$ cat src/rtl/cd_pkg.sv
// cd_pkg: shared state encoding and constants for the cd frame datapath.
// Used by the RX parser and the CRC step that the TX side also reuses.
package cd_pkg;

    typedef enum logic [3:0] {
        IDLE,
        HDR_SRC,
        HDR_DST,
        HDR_LEN,
        DATA,
        CRC_L,
        CRC_H,
        COMMIT,
        DROP
    } state_t;

    localparam logic [7:0]  SRC_OFF  = 8'd0;
    localparam logic [7:0]  DST_OFF  = 8'd1;
    localparam logic [7:0]  LEN_OFF  = 8'd2;
    localparam logic [7:0]  DATA_OFF = 8'd3;

    localparam logic [15:0] CRC_INIT = 16'hffff;
    localparam logic [15:0] CRC_POLY = 16'ha001;
    localparam logic [7:0]  BCAST    = 8'hff;

endpackage

$ cat src/rtl/cd_crc.sv
// cd_crc: one-byte CRC-16/MODBUS step (reflected, poly 0xa001).
// Purely combinational; shared by the RX parser and the TX side.
module cd_crc
    import cd_pkg::*;
(
    input  logic [15:0] crc_in,
    input  logic [7:0]  din,
    output logic [15:0] crc_out
);

    logic [15:0] c;

    always_comb begin
        c = crc_in ^ {8'h00, din};
        for (int i = 0; i < 8; i++) begin
            c = c[0] ? ((c >> 1) ^ CRC_POLY) : (c >> 1);
        end
        crc_out = c;
    end

endmodule

$ cat src/rtl/cd_rx_frame.sv
// cd_rx_frame: RX header parser, address filter and CRC check feeding the RX buffer.
// Define CD_RX_ERR_FRAME_EN to also commit CRC-failed frames with wr_err set.
module cd_rx_frame
    import cd_pkg::*;
#(
    parameter int MAX_DATA = 253
) (
    input  logic       clk,
    input  logic       reset_n,
    input  logic [7:0] in_byte,
    input  logic       in_vld,
    input  logic       in_err,
    input  logic       bus_idle,
    input  logic [7:0] filter,
    input  logic [7:0] filter_m,
    input  logic       promisc,
    output logic [7:0] wr_byte,
    output logic [7:0] wr_addr,
    output logic       wr_en,
    output logic [7:0] wr_len,
    output logic       wr_err,
    output logic       switch,
    input  logic       switch_fail,
    output logic       crc_err,
    output logic       frame_err,
    output logic       lost
);

    localparam logic [7:0] MAX_LEN = 8'(MAX_DATA);

`ifdef CD_RX_ERR_FRAME_EN
    localparam bit ERR_FRAME = 1'b1;
`else
    localparam bit ERR_FRAME = 1'b0;
`endif

    state_t      state;
    logic [15:0] crc;
    logic [15:0] crc_cur;
    logic [15:0] crc_nxt;
    logic [7:0]  src;
    logic [7:0]  dst;
    logic [7:0]  cnt;
    logic [7:0]  idx;
    logic        pend_dst;
    logic        crc_bad;
    logic        accept;

    // A byte seen while still in IDLE starts a fresh CRC.
    assign crc_cur = (state == IDLE) ? CRC_INIT : crc;

    cd_crc u_crc (
        .crc_in  (crc_cur),
        .din     (in_byte),
        .crc_out (crc_nxt)
    );

    assign accept = promisc
                 || (in_byte == filter)
                 || (in_byte == BCAST)
                 || ((filter_m != BCAST) && (in_byte == filter_m));

    always_ff @(posedge clk or negedge reset_n) begin
        if (!reset_n) begin
            state     <= IDLE;
            crc       <= CRC_INIT;
            src       <= 8'h00;
            dst       <= 8'h00;
            cnt       <= 8'h00;
            idx       <= 8'h00;
            pend_dst  <= 1'b0;
            crc_bad   <= 1'b0;
            wr_byte   <= 8'h00;
            wr_addr   <= 8'h00;
            wr_en     <= 1'b0;
            wr_len    <= 8'h00;
            wr_err    <= 1'b0;
            switch    <= 1'b0;
            crc_err   <= 1'b0;
            frame_err <= 1'b0;
            lost      <= 1'b0;
        end else begin
            wr_en     <= 1'b0;
            switch    <= 1'b0;
            crc_err   <= 1'b0;
            frame_err <= 1'b0;
            lost      <= switch_fail;

            // dst goes out the cycle after src; byte spacing keeps this slot free.
            if (pend_dst) begin
                wr_en    <= 1'b1;
                wr_byte  <= dst;
                wr_addr  <= DST_OFF;
                pend_dst <= 1'b0;
            end

            if (state == IDLE) begin
                crc <= CRC_INIT;
                if (!bus_idle) begin
                    if (in_vld) begin
                        src   <= in_byte;
                        crc   <= crc_nxt;
                        state <= HDR_DST;
                    end else begin
                        state <= HDR_SRC;
                    end
                end
            end else if (state == DROP) begin
                if (bus_idle) state <= IDLE;
            end else if (in_err) begin
                frame_err <= 1'b1;
                state     <= DROP;
            end else if (state == COMMIT) begin
                if (!crc_bad || ERR_FRAME) begin
                    switch <= 1'b1;
                    wr_len <= cnt;
                    wr_err <= crc_bad;
                end
                crc_err <= crc_bad;
                state   <= bus_idle ? IDLE : DROP;
            end else if (in_vld) begin
                crc <= crc_nxt;
                unique case (state)
                    HDR_SRC: begin
                        src   <= in_byte;
                        state <= HDR_DST;
                    end
                    HDR_DST: begin
                        dst <= in_byte;
                        if (accept) begin
                            wr_en    <= 1'b1;
                            wr_byte  <= src;
                            wr_addr  <= SRC_OFF;
                            pend_dst <= 1'b1;
                            state    <= HDR_LEN;
                        end else begin
                            state <= DROP;
                        end
                    end
                    HDR_LEN: begin
                        if (in_byte > MAX_LEN) begin
                            frame_err <= 1'b1;
                            state     <= DROP;
                        end else begin
                            wr_en   <= 1'b1;
                            wr_byte <= in_byte;
                            wr_addr <= LEN_OFF;
                            cnt     <= in_byte;
                            idx     <= 8'h00;
                            state   <= (in_byte == 8'h00) ? CRC_L : DATA;
                        end
                    end
                    DATA: begin
                        wr_en   <= 1'b1;
                        wr_byte <= in_byte;
                        wr_addr <= DATA_OFF + idx;
                        idx     <= idx + 8'd1;
                        if (idx == cnt - 8'd1) state <= CRC_L;
                    end
                    CRC_L: state <= CRC_H;
                    CRC_H: begin
                        crc_bad <= (crc_nxt != 16'h0000);
                        state   <= COMMIT;
                    end
                    default: state <= DROP;
                endcase
            end else if (bus_idle) begin
                // Losing the bus before dst arrives is not an error.
                frame_err <= (state != HDR_SRC) && (state != HDR_DST);
                state     <= IDLE;
            end
        end
    end

endmodule

$ cat config.mk
export PLATFORM = sky130hd
export DESIGN_NAME = cd_rx_frame
export DESIGN_NICKNAME = d
export VERILOG_FILES = /design/src/rtl/cd_pkg.sv /design/src/rtl/cd_crc.sv /design/src/rtl/cd_rx_frame.sv
export SDC_FILE = /design/constraint.sdc
export NUM_CORES = 1
export LEC_CHECK = 0
export CAP_MARGIN = 40
export CORE_ASPECT_RATIO = 0.5
export CORE_MARGIN = 1.5
export CORE_UTILIZATION = 50
export CTS_CLUSTER_DIAMETER = 40
export DETAILED_ROUTE_END_ITERATION = 16
export PLACE_DENSITY = 0.73
export SYNTH_ARGS = -nofsm -noshare
export SYNTH_HDL_FRONTEND = slang
export SYNTH_HIERARCHICAL = 1
export SYNTH_SLANG_ARGS = --single-unit
$ cat constraint.sdc
create_clock -name clk -period 3.24 [get_ports clk]
set_input_delay 0.324 -clock clk [delete_from_list [all_inputs] [get_ports clk]]
set_output_delay 0.324 -clock clk [all_outputs]
set_load 0.005 [all_outputs]
# --- After elaboration in Yosys (flattened, before gate mapping) ---
# Cells that the tools add are included.
op_classes:
  add_sub_neg: 3
  order_cmp: 1
  eq_ne: 22
  muxes: 91
  bitwise: 15
  n_reduce_logical: 20
op_table:
  columns: ["cell", "count"]
  rows:
  - ["$mux W16", 16]
  - ["$mux W8", 25]
  - ["$pmux W8 S3", 2]
  - ["$mux W4", 11]
  - ["$mux W1", 33]
  - ["$eq A8 B8 Y1", 3]
  - ["$not A2 Y3", 8]
  - ["$pmux W4 S6", 1]
  - ["$reduce_and A7 Y1", 3]
  - ["$eq A4 B3 Y1 const B", 4]
  - ["$pmux W8 S2", 1]
  - ["$reduce_bool A16 Y1", 1]
  - ["$xor A16 B8 Y16", 1]
  - ["$reduce_and A6 Y1", 2]
  - ["$ne A2 B2 Y1 const B", 5]
  - ["$add A2 B8 Y8 const A", 1]
  - ["$add A8 B1 Y8 const B", 1]
  - ["$eq A4 B2 Y1 const B", 2]
  - ["$eq A8 B8 Y1 const B", 1]
  - ["$gt A8 B8 Y1 const B", 1]
  - ["$logic_not A8 Y1", 1]
  - ["$ne A8 B8 Y1 const B", 1]
  - ["$sub A8 B1 Y8 const B", 1]
  - ["$ne A7 B7 Y1 const B", 1]
  - ["other kinds (16)", 26]
word_totals:
  ff_bits: 83
  in_bits: 31
  out_inout_bits: 30
  elab_cells: 168

# --- Logic depth before layout (Yosys ltp) ---
# Gate-level depths: netlist of run 1.
depth:
  ltp_word: 24
  depth_mapped: 11
  ltp_nobuf: 9

# --- Modules after synthesis ---
# Netlist of run 1, hierarchy kept.
by_module_without_submodules:
  columns: ["module", "instances", "cells_per_inst", "area_each_um2", "seq_area_each_um2"]
  rows:
  - ["cd_rx_frame", 1, 442, 4579.4, 2097.0]
  - ["cd_crc", 1, 26, 257.7, 0.0]

# --- Worst setup path before layout of run 1 ---
# Ideal clock, no wire load.
synth_timing:
  path_type: "register to register"
  startpoint: "reg state[2]"
  endpoint: "reg crc_bad"
  setup_time_ps: 127
  arrival_time_ps: 2844
  required_time_ps: 3113
  setup_slack_ps: 269
  path_stages_with_launch: 12
  path_buffers: 2
  period_less_slack_ps: 2971
  cell_sequence: "dfrtp_1 -> buf_2 -> nor4_1 -> clkbuf_1 -> or2_2 -> xor2_2 -> xnor2_1 -> xnor3_2 -> xnor3_1 -> nor4_1 -> and4_1 -> o21ai_0"
synth_via:
  elab_cells_between_ends: 27
  cone_classes: "eq/ne: 3; mux: 9; bitwise: 12; reduce/logical: 3"
synth_rtl:
  columns: ["element", "line", "rtl"]
  rows:
  - ["start: declaration", "cd_rx_frame.sv:37", "state_t state;"]
  - ["start signal: assignment", "cd_rx_frame.sv:120", "state <= bus_idle ? IDLE : DROP;"]
  - ["start signal: assignment", "cd_rx_frame.sv:150", "state <= (in_byte == 8'h00) ? CRC_L : DATA;"]
  - ["$logic_not A4 Y1 (*)", "cd_rx_frame.sv:50", "assign crc_cur = (state == IDLE) ? CRC_INIT : crc;"]
  - ["$mux W16 (*)", "cd_rx_frame.sv:50", null]
  - ["net crc_cur[5]", "cd_rx_frame.sv:39", "logic [15:0] crc_cur;"]
  - ["$xor A16 B8 Y16 (*)", "cd_crc.sv:14", "c = crc_in ^ {8'h00, din};"]
  - ["$mux W16 (*) (4 in a row)", "cd_crc.sv:16", "c = c[0] ? ((c >> 1) ^ CRC_POLY) : (c >> 1);"]
  - ["$not A2 Y3 (no source line)", null, null]
  - ["$mux W16 (*) (4 in a row)", "cd_crc.sv:16", null]
  - ["net crc_nxt[11]", "cd_rx_frame.sv:40", "logic [15:0] crc_nxt;"]
  - ["$reduce_bool A16 Y1 (*)", "cd_rx_frame.sv:162", "crc_bad <= (crc_nxt != 16'h0000);"]
  - ["end signal: assignment", "cd_rx_frame.sv:162", null]
  - ["end: declaration", "cd_rx_frame.sv:46", "logic crc_bad;"]
# Mark *: on every way through the listed nets, which the timed path passes. The rest lies on a longest branch.
# A chain may end at the register's enable or synchronous reset.

# --- Final worst setup path of run 1 ---
layout_timing:
  startpoint: "reg state[0]"
  endpoint: "reg crc_bad"
layout_via:
  elab_cells_between_ends: 27
  cone_classes: "eq/ne: 3; mux: 9; bitwise: 12; reduce/logical: 3"
layout_rtl:
  columns: ["element", "line"]
  rows:
  - ["$logic_not A4 Y1 (*)", "cd_rx_frame.sv:50"]
  - ["$mux W16 (*)", "cd_rx_frame.sv:50"]
  - ["net crc_cur[3]", "cd_rx_frame.sv:39"]
  - ["$xor A16 B8 Y16 (*)", "cd_crc.sv:14"]
  - ["$mux W16 (*) (2 in a row)", "cd_crc.sv:16"]
  - ["$not A2 Y3 (no source line)", null]
  - ["$mux W16 (*) (6 in a row)", "cd_crc.sv:16"]
  - ["net crc_nxt[9]", "cd_rx_frame.sv:40"]
  - ["$reduce_bool A16 Y1 (*)", "cd_rx_frame.sv:162"]
# Marked as above.

==> impl_results.md, run 1 <==
- Status: complete, no violations
- Nets: 556
- Sw power: 1592 uW
- CP Max Fanout: 10
- Setup violations, final: 0
- DRC viols: 0
- Routed vias/inst: 5.449
- Fraction of layout cells with a size suffix above 1: 25.05%
- Vias post-DR: 3607
- Fill cells: approximately 760
- Syn Inst Count: 468
- Sw Ratio: roughly 34%
- Post-synth EDFFs: 0
- Overflow after GRT: 0
- Highest clock rate: about 320 MHz
- Max VDD drop: 0.3556 mV
- Clk pwr share: between 20% and 30%
- P&R area growth vs syn: 21.65%
- Synth top area share: around a third
- Skew final: 0.008064 ns
- Initial antenna violation count: 0
- Yosys top cell by area: dfrtp_1
- H-Tree Depth: 3
- Clock Path Buffers: 2
- Leakage power: 0.002431 uW
- Total GRT Usage: 22.87%
- I/O pins: 61
- Setup crit start kind: register
- Least-Margin Pin Slew: 0.8261 ns
- Synth Flop Type: dfrtp_1
- Pre-Repair DR Iteration Count: 5
- Post-placement cell count: 642
- Diodes inserted: 0
- Sink Count: 83
- Slew Viols, Final: 0
- WS Path Type: register to register
- FF+latch count, synth: 83
- Clock Tree Root: clkbuf_16
- CTS tree: built
- Final RePlAce weighted congestion: 0.9557
- Row count: 25
- Clock transition at path regs: 0.07 ns
- Netlist cell types: 66
- Tmin final: 3.133 ns
- Dpl hpwl: 7632 um
- Global-route wire length before repair: 18020 um
- Top-count cell post-synth: dfrtp_1
- Routed WL: 10890 um
- Synth top area cells: dfrtp_1 (35%), dfstp_2 (8.7%), mux2_2 (6.8%)
- Final ANT Viol Nets: 0
- Slew headroom: 44.93%
- PD cells: about 790 nW/um^2
- Initial Util: 51.38%
- Comb pwr share: 42.2%
- Post-synth top cells: dfrtp_1 (67), nor2_1 (52), mux2_2 (29), xor2_1 (29), xnor2_1 (27)
- WL/cell: 16.45 um
- Synth warn: 6
- Die Y: 72.55 um
- Final period utilization: a little over nine tenths
- Sequential Power Share: 35.5%
- Syn Nets: approximately 500
- Critical Path Sink Type: register
- Layout Cells excl Fill: 662
- Largest net degree at the start of global routing: 42
- Worst-Skew Late Latency: roughly 0.34 ns
- Ys async rst share: 100.0%
- Maxcap violations: 0
- Critical Path AT: 3.34 ns
- Final hold vios: 0
- Mapped Area: between 4000 and 5000 um^2
- Hold WC Path Type: input port to register
- Die area: 10310 um^2
- Port bufs: roughly 60
- Sequential fraction of the synthesis area: 43.35%
- Initial drt markers: 224
- Req. time, crit path: 3.45 ns
- Post-Route Utilization: 62.50%
- Core ar.: 9415 um^2
- Total CTS buffers: 9
- Syn_area_per_cell: 10.34 um^2
- Vias in the first global route: 3582
- Width of the die: 142.1 um
- Internal: 3062 uW
==> placed cells by master, fill, tap and decap left out, types with 3 or more instances in the layout <==
cell             count
dfstp_2             16
mux2i_1             11
nor3_1               5
a31oi_1              4
inv_1               23
ha_1                 3
buf_4               20
nand3_1              6
and3_1               3
nor2_1              52
nor2b_1              6
o221ai_2             8
dfrtp_2              3
nand2_1             21
or2_2               17
o32ai_1              6
clkdlybuf4s50_1     58
dfrtp_1             64
mux2_2              29
o21ai_0             10
a21oi_1             22
clkbuf_16            9
nor4_1               8
nand4_1             10
xnor2_1             26
xor2_1              29
==> critical path: stages, from the launching register on <==
cell	delay [ns]
dfrtp_2	0.48
nor4_4	0.07
buf_4	0.17
or2_2	0.28
xnor2_1	0.30
xor2_1	0.29
xnor3_2	0.53
xnor3_1	0.37
nor4_1	0.21
and4_1	0.22
o21ai_0	0.08
==> cells by family (layout without fill, tap and decap cells) <==
| logic type | Yosys count | in the layout | synth area share, % |
|---|---|---|---|
| compound gates | 73 | 73 | 12.26 |
| buf+inv | 62 | 121 | 6.699 |
| simple gates | 147 | 147 | 16.37 |
| mux | 40 | 40 | 9.027 |
| other cells | 1 | 1 | 0.07753 |
| xor+xnor | 59 | 59 | 11.43 |
| fa+ha+maj | 3 | 3 | 0.7761 |
| flops | 83 | 83 | 43.35 |
==> registers in the layout, summed over array words and instances, names as in the netlist <==
name / cells
cnt: 8
crc: 16
crc_bad: 1
crc_err: 1
dst: 8
frame_err: 1
idx: 8
lost: 1
pend_dst: 1
src: 8
state: 4
switch: 1
wr_addr: 8
wr_byte: 8
wr_en: 1
wr_len: 8
==> worst paths after layout <==
check                           endpoint  cells after the start  slack, ns        start
worst min-delay path                lost                      1       0.41  switch_fail
worst max-delay path             crc_bad                     10       0.11     state[0]
worst max register to register   crc_bad                     10       0.11     state[0]
max in group asynchronous        crc[12]                      4       1.92      reset_n
worst min register to register    crc[2]                      2       0.50       crc[2]
min in group asynchronous         idx[6]                      2       0.47      reset_n
==> layer usage <==
layer / up-vias / GRT usage (%) / wire length, um
li1: 1709 / - / -
met1: 1772 / 30.69 / 5018
met2: 102 / 37.67 / 5170
met3: 24 / 5.149 / 522
met4: 0 / 6.758 / 179
met5: - / 0 / 0
==> power by group through the flow <==
stage	Clock (uW)	Combinational, uW	Sequential, uW
CTS	1060	1910	1640
global placement	0	1850	1640
finish	1040	1960	1650
global route	1100	2160	1700
detailed placement	0	1900	1660
floorplan	0	1450	1580
==> area by class of cell <==
cell class / instances / area, um^2 / area share [%]
Timing Repair Buffer: 82 / 783.3 / 13.31
Multi-Input combinational cell: 323 / 2439 / 41.44
Clock inverter: 4 / 50.05 / 0.8505
Sequential cell: 83 / 2101 / 35.70
Clock buffer: 12 / 256.5 / 4.359
Tap cell: 135 / 168.9 / 2.871
Inverter: 23 / 86.33 / 1.467
==> metrics by stage <==
stage / area, um^2 / setup slack, ns / power, uW / setup TNS [ns] / hold slack (ns)
after global routing: 5884 / -0.07589 / 4963 / -0.07589 / 0.4108
after global placement: 5490 / 0.2741 / 3493 / 0 / 0.4875
after floorplan: 4837 / 0.2694 / 3024 / 0 / 0.02841
after CTS: 5838 / 0.08824 / 4612 / 0 / 0.4090
after detailed placement: 5522 / 0.1235 / 3554 / 0 / 0.2894
final: 5884 / 0.1070 / 4653 / 0 / 0.4147
==> timing repair <==
item                       in CTS  in global routing
hold buffers                    1                  0
gates resized for setup         0                  5
buffers inserted                0                  2
hold endpoints to repair       31                  0
setup endpoints to repair       0                  1
Note: power is estimated with default switching activity, not from simulation.
==> run 2: changes to the inputs <==
--- a/config.mk
+++ b/config.mk
@@ -10,6 +10,6 @@
 export CORE_MARGIN = 1.5
-export CORE_UTILIZATION = 50
+export CORE_UTILIZATION = 56
 export CTS_CLUSTER_DIAMETER = 40
 export DETAILED_ROUTE_END_ITERATION = 16
-export PLACE_DENSITY = 0.73
+export PLACE_DENSITY = 0.8
 export SYNTH_ARGS = -nofsm -noshare
==> constraint.sdc (replaced) <==
create_clock -name clk -period 3.24 [get_ports clk]
set_input_delay 0.648 -clock clk [delete_from_list [all_inputs] [get_ports clk]]
set_output_delay 0.648 -clock clk [all_outputs]
set_load 0.005 [all_outputs]
==> run 2 against run 1 <==
  * First-iteration DRC count up 8.9%
  * Design area down 0.53%
  * Critical endpoint unchanged
  * Global-route usage up 3.0 points
  * Routed wire length up 2.2%
  * Combinational power up 4%
  * Largest power group unchanged
==> impl_results.md, run 2 (synthesis gave the netlist of run 1 again) <==
- CP Depth: 10 (unchanged)
- Tmin final: 3.114 ns (-0.01858 ns)
- CP Max Fanout: 13 (+3)
- Internal: 2995 uW (-2.2%)
- Layout Cells excl Fill: 642 (-3.0%)
- Met1 usage: 34.43% (+3.7 points)
- Die area: 9238 um^2 (-10%)
- Largest net degree at the start of global routing: 67 (+60%)
- Status: complete, no violations
- Req. time, crit path: 3.45 ns (about the same)
- Sink Count: 83 (unchanged)
- Routed vias/inst: 5.840 (+7.2%)
- Hold WC Path Type: input port to asynchronous set/reset pin
- Row count: 23 (-8.0%)
- Slowest cell delay on critical path: 0.46 ns (-0.07 ns)
- Routed WL: 11130 um (+2.2%)
- Final ANT Viol Nets: 0 (unchanged)
- Slew headroom: 44.63% (-0.30 points)
- Critical Path AT: 3.33 ns (about the same)
- Port bufs: 59 (unchanged)
- Leakage power: 0.002433 uW (about the same)
- Comb pwr share: 44.0% (+1.8 points)
- Worst-case reg-to-reg path depth: 10 (unchanged)
- Global-route wire length before repair: 18040 um (+0.12%)
- WL/cell: 17.33 um (+5.3%)
- Sw Ratio: 35.22% (+1.0 points)
- Reg with most FFs: crc
- Slowest cell on the critical path: xnor3_2
- Crit-path cells: nor4_4 -> buf_4 -> or2_2 -> xor2_1 -> xnor2_1 -> xnor3_2 -> xnor3_1 -> nor4_1 -> and4_1 -> o21ai_0
- P&R area growth vs syn: 21.00%
- Final hold vios: 0 (unchanged)
- Clock Tree Root: clkbuf_16
- Most common cell after layout, fill and taps aside: dfrtp_1
- Busiest grt layer: met2
- Final period utilization: 96.12% (-0.57 points)
- PD cells: 789.9 nW/um^2 (-0.12%)
- Setup tns final: 0 ns (unchanged)
- Total CTS buffers: 9 (unchanged)
- Dpl hpwl: 7897 um (+3.5%)
- Slew Viols, Final: 0 (unchanged)
- Highest clock rate: 321.1 MHz (+0.60%)
- RSZ-0062 raised after global routing: no
- Least-Margin Pin Slew: 0.8306 ns (+0.004548 ns)
- Fraction of layout cells with a size suffix above 1: 24.72% (-0.33 points)
- I/O pins: 61 (unchanged)
- Setup violations, final: 0 (unchanged)
- Vias post-DR: 3749 (+3.9%)
- Initial Util: 59.19% (+7.8 points)
- Width of the die: 134.4 um (-5.4%)
- Die Y: 68.72 um (-5.3%)
- Overflow after GRT: 0 (unchanged)
- Maxcap violations: 0 (unchanged)
- Vias in the first global route: 3589 (+0.20%)
- Clk pwr share: 20.8% (-1.5 points)
- Most frequent cells in the layout: dfrtp_1 (67), clkdlybuf4s50_1 (58), nor2_1 (52)
- H-Tree Depth: 3 (unchanged)
- CP top delay family: XOR/XNOR gates
- Clock Path Buffers: 2 (unchanged)
- Setup crit start kind: register
- Post-placement cell count: 626 (-2.5%)
- Diodes inserted: 0 (unchanged)
- Buf+Inv Stages, Crit Path: 1 (unchanged)
- Skew final: 0.004011 ns (-0.004053 ns)
- Total GRT Usage: 25.84% (+3.0 points)
- WS Path Type: register to register
- Nets: 559 (+0.54%)
- Initial drt markers: 244 (+8.9%)
- Critical Path Sink Type: register
- Number of flip-flops in the largest register: 16 (unchanged)
- CTS tree: built
- Worst-Skew Late Latency: 0.34 ns (about the same)
- Final RePlAce weighted congestion: 0.8871 (-7.2%)
- Pre-Repair DR Iteration Count: 5 (unchanged)
- Post-CTS setup buffers: 0 (unchanged)
- Initial antenna violation count: 0 (unchanged)
- Core ar.: 8173 um^2 (-13%)
- Sequential Power Share: 35.2% (-0.3 points)
- Met2 Usage GRT: 41.73% (+4.1 points)
- Sw power: 1628 uW (+2.3%)
- Max VDD drop: 0.4183 mV (+18%)
- R2r setup slk: 0.13 ns (+0.02 ns)
- DRC viols: 0 (unchanged)
- Clock transition at path regs: 0.06 ns (about the same)
- Met3 GRT Util: 6.433% (+1.3 points)
- Dpl cell area: 5562 um^2 (+0.72%)
- Final cell area excluding filler cells: 5853 um^2 (-0.53%)
## run 2: cell count changes in the layout (fill, tap and decap cells not counted), sizes merged
cell and delta:
buf +5, bufinv -1, clkbuf +1, clkdlybuf4s15 -1
clkinv -1, clkinvlp +1, dlygate4sd3 -1
## run 2: area by class of cell
cell class	instances	area, um^2
Tap cell	112	140.1
Clock inverter	3	22.52
Inverter	23	86.33
Fill cell	595	2320
Clock buffer	13	260.3
Multi-Input combinational cell	323	2431
Sequential cell	83	2097
Timing Repair Buffer	85	815.8
## run 2: timing repair
| item | in CTS | in global routing |
|---|---|---|
| gates resized for setup | 0 | 1 |
| setup endpoints to repair | 0 | 1 |
| hold buffers | 0 | 0 |
## run 2: power by group through the flow
stage          logic [uW]  clock network [uW]  registers [uW]
4_1_cts              2010                 977            1620
6_report             2040                 960            1630
3_5_place_dp         2000                   0            1630
2_1_floorplan        1450                   0            1580
3_3_place_gp         1940                   0            1620
5_1_grt              2240                1020            1670
## run 2: worst register-to-register path: stages, from the launching register on
cell and delay [ns]:
dfrtp_1 0.40, nor4_4 0.32, buf_4 0.24, or2_2 0.14, xor2_1 0.28, xnor2_1 0.24
xnor3_2 0.46, xnor3_1 0.38, nor4_1 0.22, and4_1 0.23, o21ai_0 0.08
## run 2: metal layers
| metal | share of wire, % | vias to the layer above |
|---|---|---|
| met4 | 1.9 | 0 |
| met1 | 45 | 1852 |
| met2 | 46 | 143 |
| li1 | - | 1732 |
| met5 | 0 | - |
| met3 | 7.0 | 22 |
## run 2: per-stage QoR
stage	total power (uW)	util [%]	setup WS [ns]	hold WS (ns)
after floorplan	3024	-	0.2694	0.3524
after global placement	3552	67.71	0.2208	0.4857
after detailed placement	3626	68.05	0.06394	0.4904
after CTS	4610	71.51	0.1222	0.1815
after global routing	4935	71.62	0.03045	0.1893
final	4623	71.62	0.1256	0.1801
## run 2: worst paths after layout
check	endpoint	startpoint
worst max-delay path	crc_bad	state[2]
worst min-delay path	src[1]	reset_n
worst max register to register	crc_bad	state[2]
worst min register to register	crc[9]	crc[9]
max in group asynchronous	crc[3]	reset_n
min in group clk	crc[9]	crc[9]
==> run 3: changes to the inputs <==
CELL_PAD_IN_SITES_DETAIL_PLACEMENT = 1   (was not set)
CELL_PAD_IN_SITES_GLOBAL_PLACEMENT = 1   (was not set)
CORE_MARGIN = 2   (was 1.5)
CORE_UTILIZATION = 44   (was 56)
PLACE_DENSITY = not set   (was 0.8)
PLACE_DENSITY_LB_ADDON = 0.1   (was not set)
==> run 3 against run 2 <==
  * Clock-buffer cell count shrank 3
  * Power grew 0.40%
  * First-iteration DRC count shrank 34%
  * Routed wire length grew 13%
  * Sequential cell count is the same
  * Worst setup slack gained 0.19 ns
  * Via count shrank 1.7%
  * Sequential power is essentially flat
  * Sequential share of layout area shrank 0.27 points
  * Combinational power is essentially flat
  * Highest routed layer unchanged
==> impl_results.md, run 3 (synthesis gave the netlist of run 1 again) <==
- Final period utilization: 90.35% (-5.8 points)
- Critical Path AT: 3.14 ns (-0.19 ns)
- Most frequent cells in the layout: dfrtp_1 (67), clkdlybuf4s50_1 (58), nor2_1 (52)
- Final ANT Viol Nets: 0 (unchanged)
- R2R Path Start: state[2]
- Worst-Skew Late Latency: 0.34 ns (about the same)
- Hold WC Path Type: input port to asynchronous set/reset pin
- Overflow after GRT: 0 (unchanged)
- Nets: 561 (+0.36%)
- Post-CTS setup buffers: 0 (unchanged)
- Largest net degree at the start of global routing: 59 (-12%)
- WHS: 0.1605 ns (-0.01957 ns)
- Multi-input logic area: 2430 um^2 (about the same)
- Total CTS buffers: 9 (unchanged)
- Status: complete, no violations
- Port bufs: 59 (unchanged)
- Clock Path Buffers: 2 (unchanged)
- Core ar.: 10440 um^2 (+28%)
- Die Y: 78.14 um (+14%)
- CP Max Fanout: 15 (+2)
- Reg with most FFs: crc
- R2r setup slk: 0.31 ns (+0.19 ns)
- Setup tns final: 0 ns (unchanged)
- Number of flip-flops in the largest register: 16 (unchanged)
- Highest clock rate: 341.6 MHz (+6.4%)
- Req. time, crit path: 3.46 ns (about the same)
- DRC viols: 0 (unchanged)
- Initial antenna violation count: 0 (unchanged)
- Initial drt markers: 162 (-34%)
- Worst-case reg-to-reg path depth: 10 (unchanged)
- Vias in the first global route: 3941 (+9.8%)
- Sink Count: 83 (unchanged)
- Total GRT Usage: 22.63% (-3.2 points)
- WL/cell: 18.76 um (+8.3%)
- Die area: 11900 um^2 (+29%)
- Post-cts sizing count: 0 (unchanged)
- Diodes inserted: 0 (unchanged)
- P&R area growth vs syn: 21.91%
- Routed WL: 12610 um (+13%)
- Slew headroom: 41.68% (-2.9 points)
- Final RePlAce weighted congestion: 0.8845 (-0.29%)
- Leakage power: 0.002445 uW (+0.49%)
- Setup crit start kind: register
- WS Path Type: register to register
- Final hold vios: 0 (unchanged)
- Skew final: 0.005945 ns (+0.001934 ns)
- Clock transition at path regs: 0.07 ns (about the same)
- Pre-Repair DR Iteration Count: 4 (-1)
- Least-Margin Pin Slew: 0.8747 ns (+0.04412 ns)
- Critical Path Sink Type: register
- Dpl hpwl: 9039 um (+14%)
- Fill cells: 1164 (+96%)
- Routed vias/inst: 5.482 (-6.1%)
- Slew Viols, Final: 0 (unchanged)
- H-Tree Depth: 3 (unchanged)
- Register area: 2097 um^2 (unchanged)
- Fraction of layout cells with a size suffix above 1: 25.38% (+0.66 points)
- Maxcap violations: 0 (unchanged)
- Initial Util: 46.32% (-13 points)
- Width of the die: 152.3 um (+13%)
- PD cells: 787.1 nW/um^2 (-0.35%)
- I/O pins: 61 (unchanged)
- RSZ-0062 raised after global routing: no
- CTS tree: built
- Setup violations, final: 0 (unchanged)
- # hold bufs at CTS: 0 (unchanged)
- Global-route wire length before repair: 21050 um (+17%)
- Max VDD drop: 0.4351 mV (+4.0%)
- Most common cell after layout, fill and taps aside: dfrtp_1
- Tmin final: 2.927 ns (-0.1870 ns)
- Vias post-DR: 3684 (-1.7%)
- Row count: 26 (+13%)
- Clock Tree Root: clkbuf_16
- Worst r2r dst: crc_bad
[run 3: worst max-delay path, stage by stage, from the launching register on]
cell and delay [ns]:
dfrtp_1 0.39, nor4_2 0.27, buf_4 0.25, or2_2 0.15, xnor2_1 0.18, xnor2_1 0.24, xnor3_2 0.46, xnor3_1 0.38
nor4_1 0.17, and4_1 0.23, o21ai_0 0.08
[run 3: routing by layer]
layer  vias up  wire length [um]  part of all wire [%]  global-route usage (%)
met5         -                 0                     0                       0
met4         0               102                  0.81                   5.327
met3        10               467                   3.7                   4.362
met2        62              6158                    49                   39.05
met1      1884              5880                    47                   29.82
li1       1728                 -                     -                       -
[run 3: worst max-delay path by stage]
stage | cells after the start | from | end | slack (ns)
2_1_floorplan | 11 | state[2] | crc_bad | 0.27
5_1_grt | 10 | state[2] | crc_bad | 0.06
6_report | 10 | state[2] | crc_bad | 0.31
3_3_place_gp | 8 | in_byte[2] | crc_bad | 0.26
4_1_cts | 10 | state[2] | crc_bad | 0.26
3_5_place_dp | 8 | in_byte[0] | crc_bad | 0.16
[run 3: per-stage QoR]
stage | setup slack [ns] | util (%) | instance area [um^2] | std cells | power [uW]
finish | 0.3126 | 56.47 | 5897 | 672 | 4642
global route | 0.06064 | 56.47 | 5897 | 672 | 4962
global placement | 0.2604 | 53.47 | 5584 | 655 | 3610
floorplan | 0.2694 | - | 4837 | 468 | 3024
detailed placement | 0.1641 | 53.74 | 5612 | 656 | 3685
CTS | 0.2581 | 56.40 | 5889 | 672 | 4683
[run 3: layout make-up]
class                      instances  share of cell area, %
multi-input combinational        323                  41.21
inverter                          23                  1.464
clock inverter                     6                 0.8275
timing repair buffer              87                  14.09
sequential                        83                  35.56
tap                              140                  2.971
clock buffer                      10                  3.883
[run 3: power breakdown]
| part | total [uW] | internal (uW) | switching, uW | leakage (uW) |
|---|---|---|---|---|
| clock network | 973 | 528 | 446 | 0.000131 |
| registers | 1620 | 1410 | 213 | 0.00104 |
| logic | 2050 | 1020 | 1030 | 0.00127 |
| total | 4640 | 2960 | 1680 | 0.00245 |
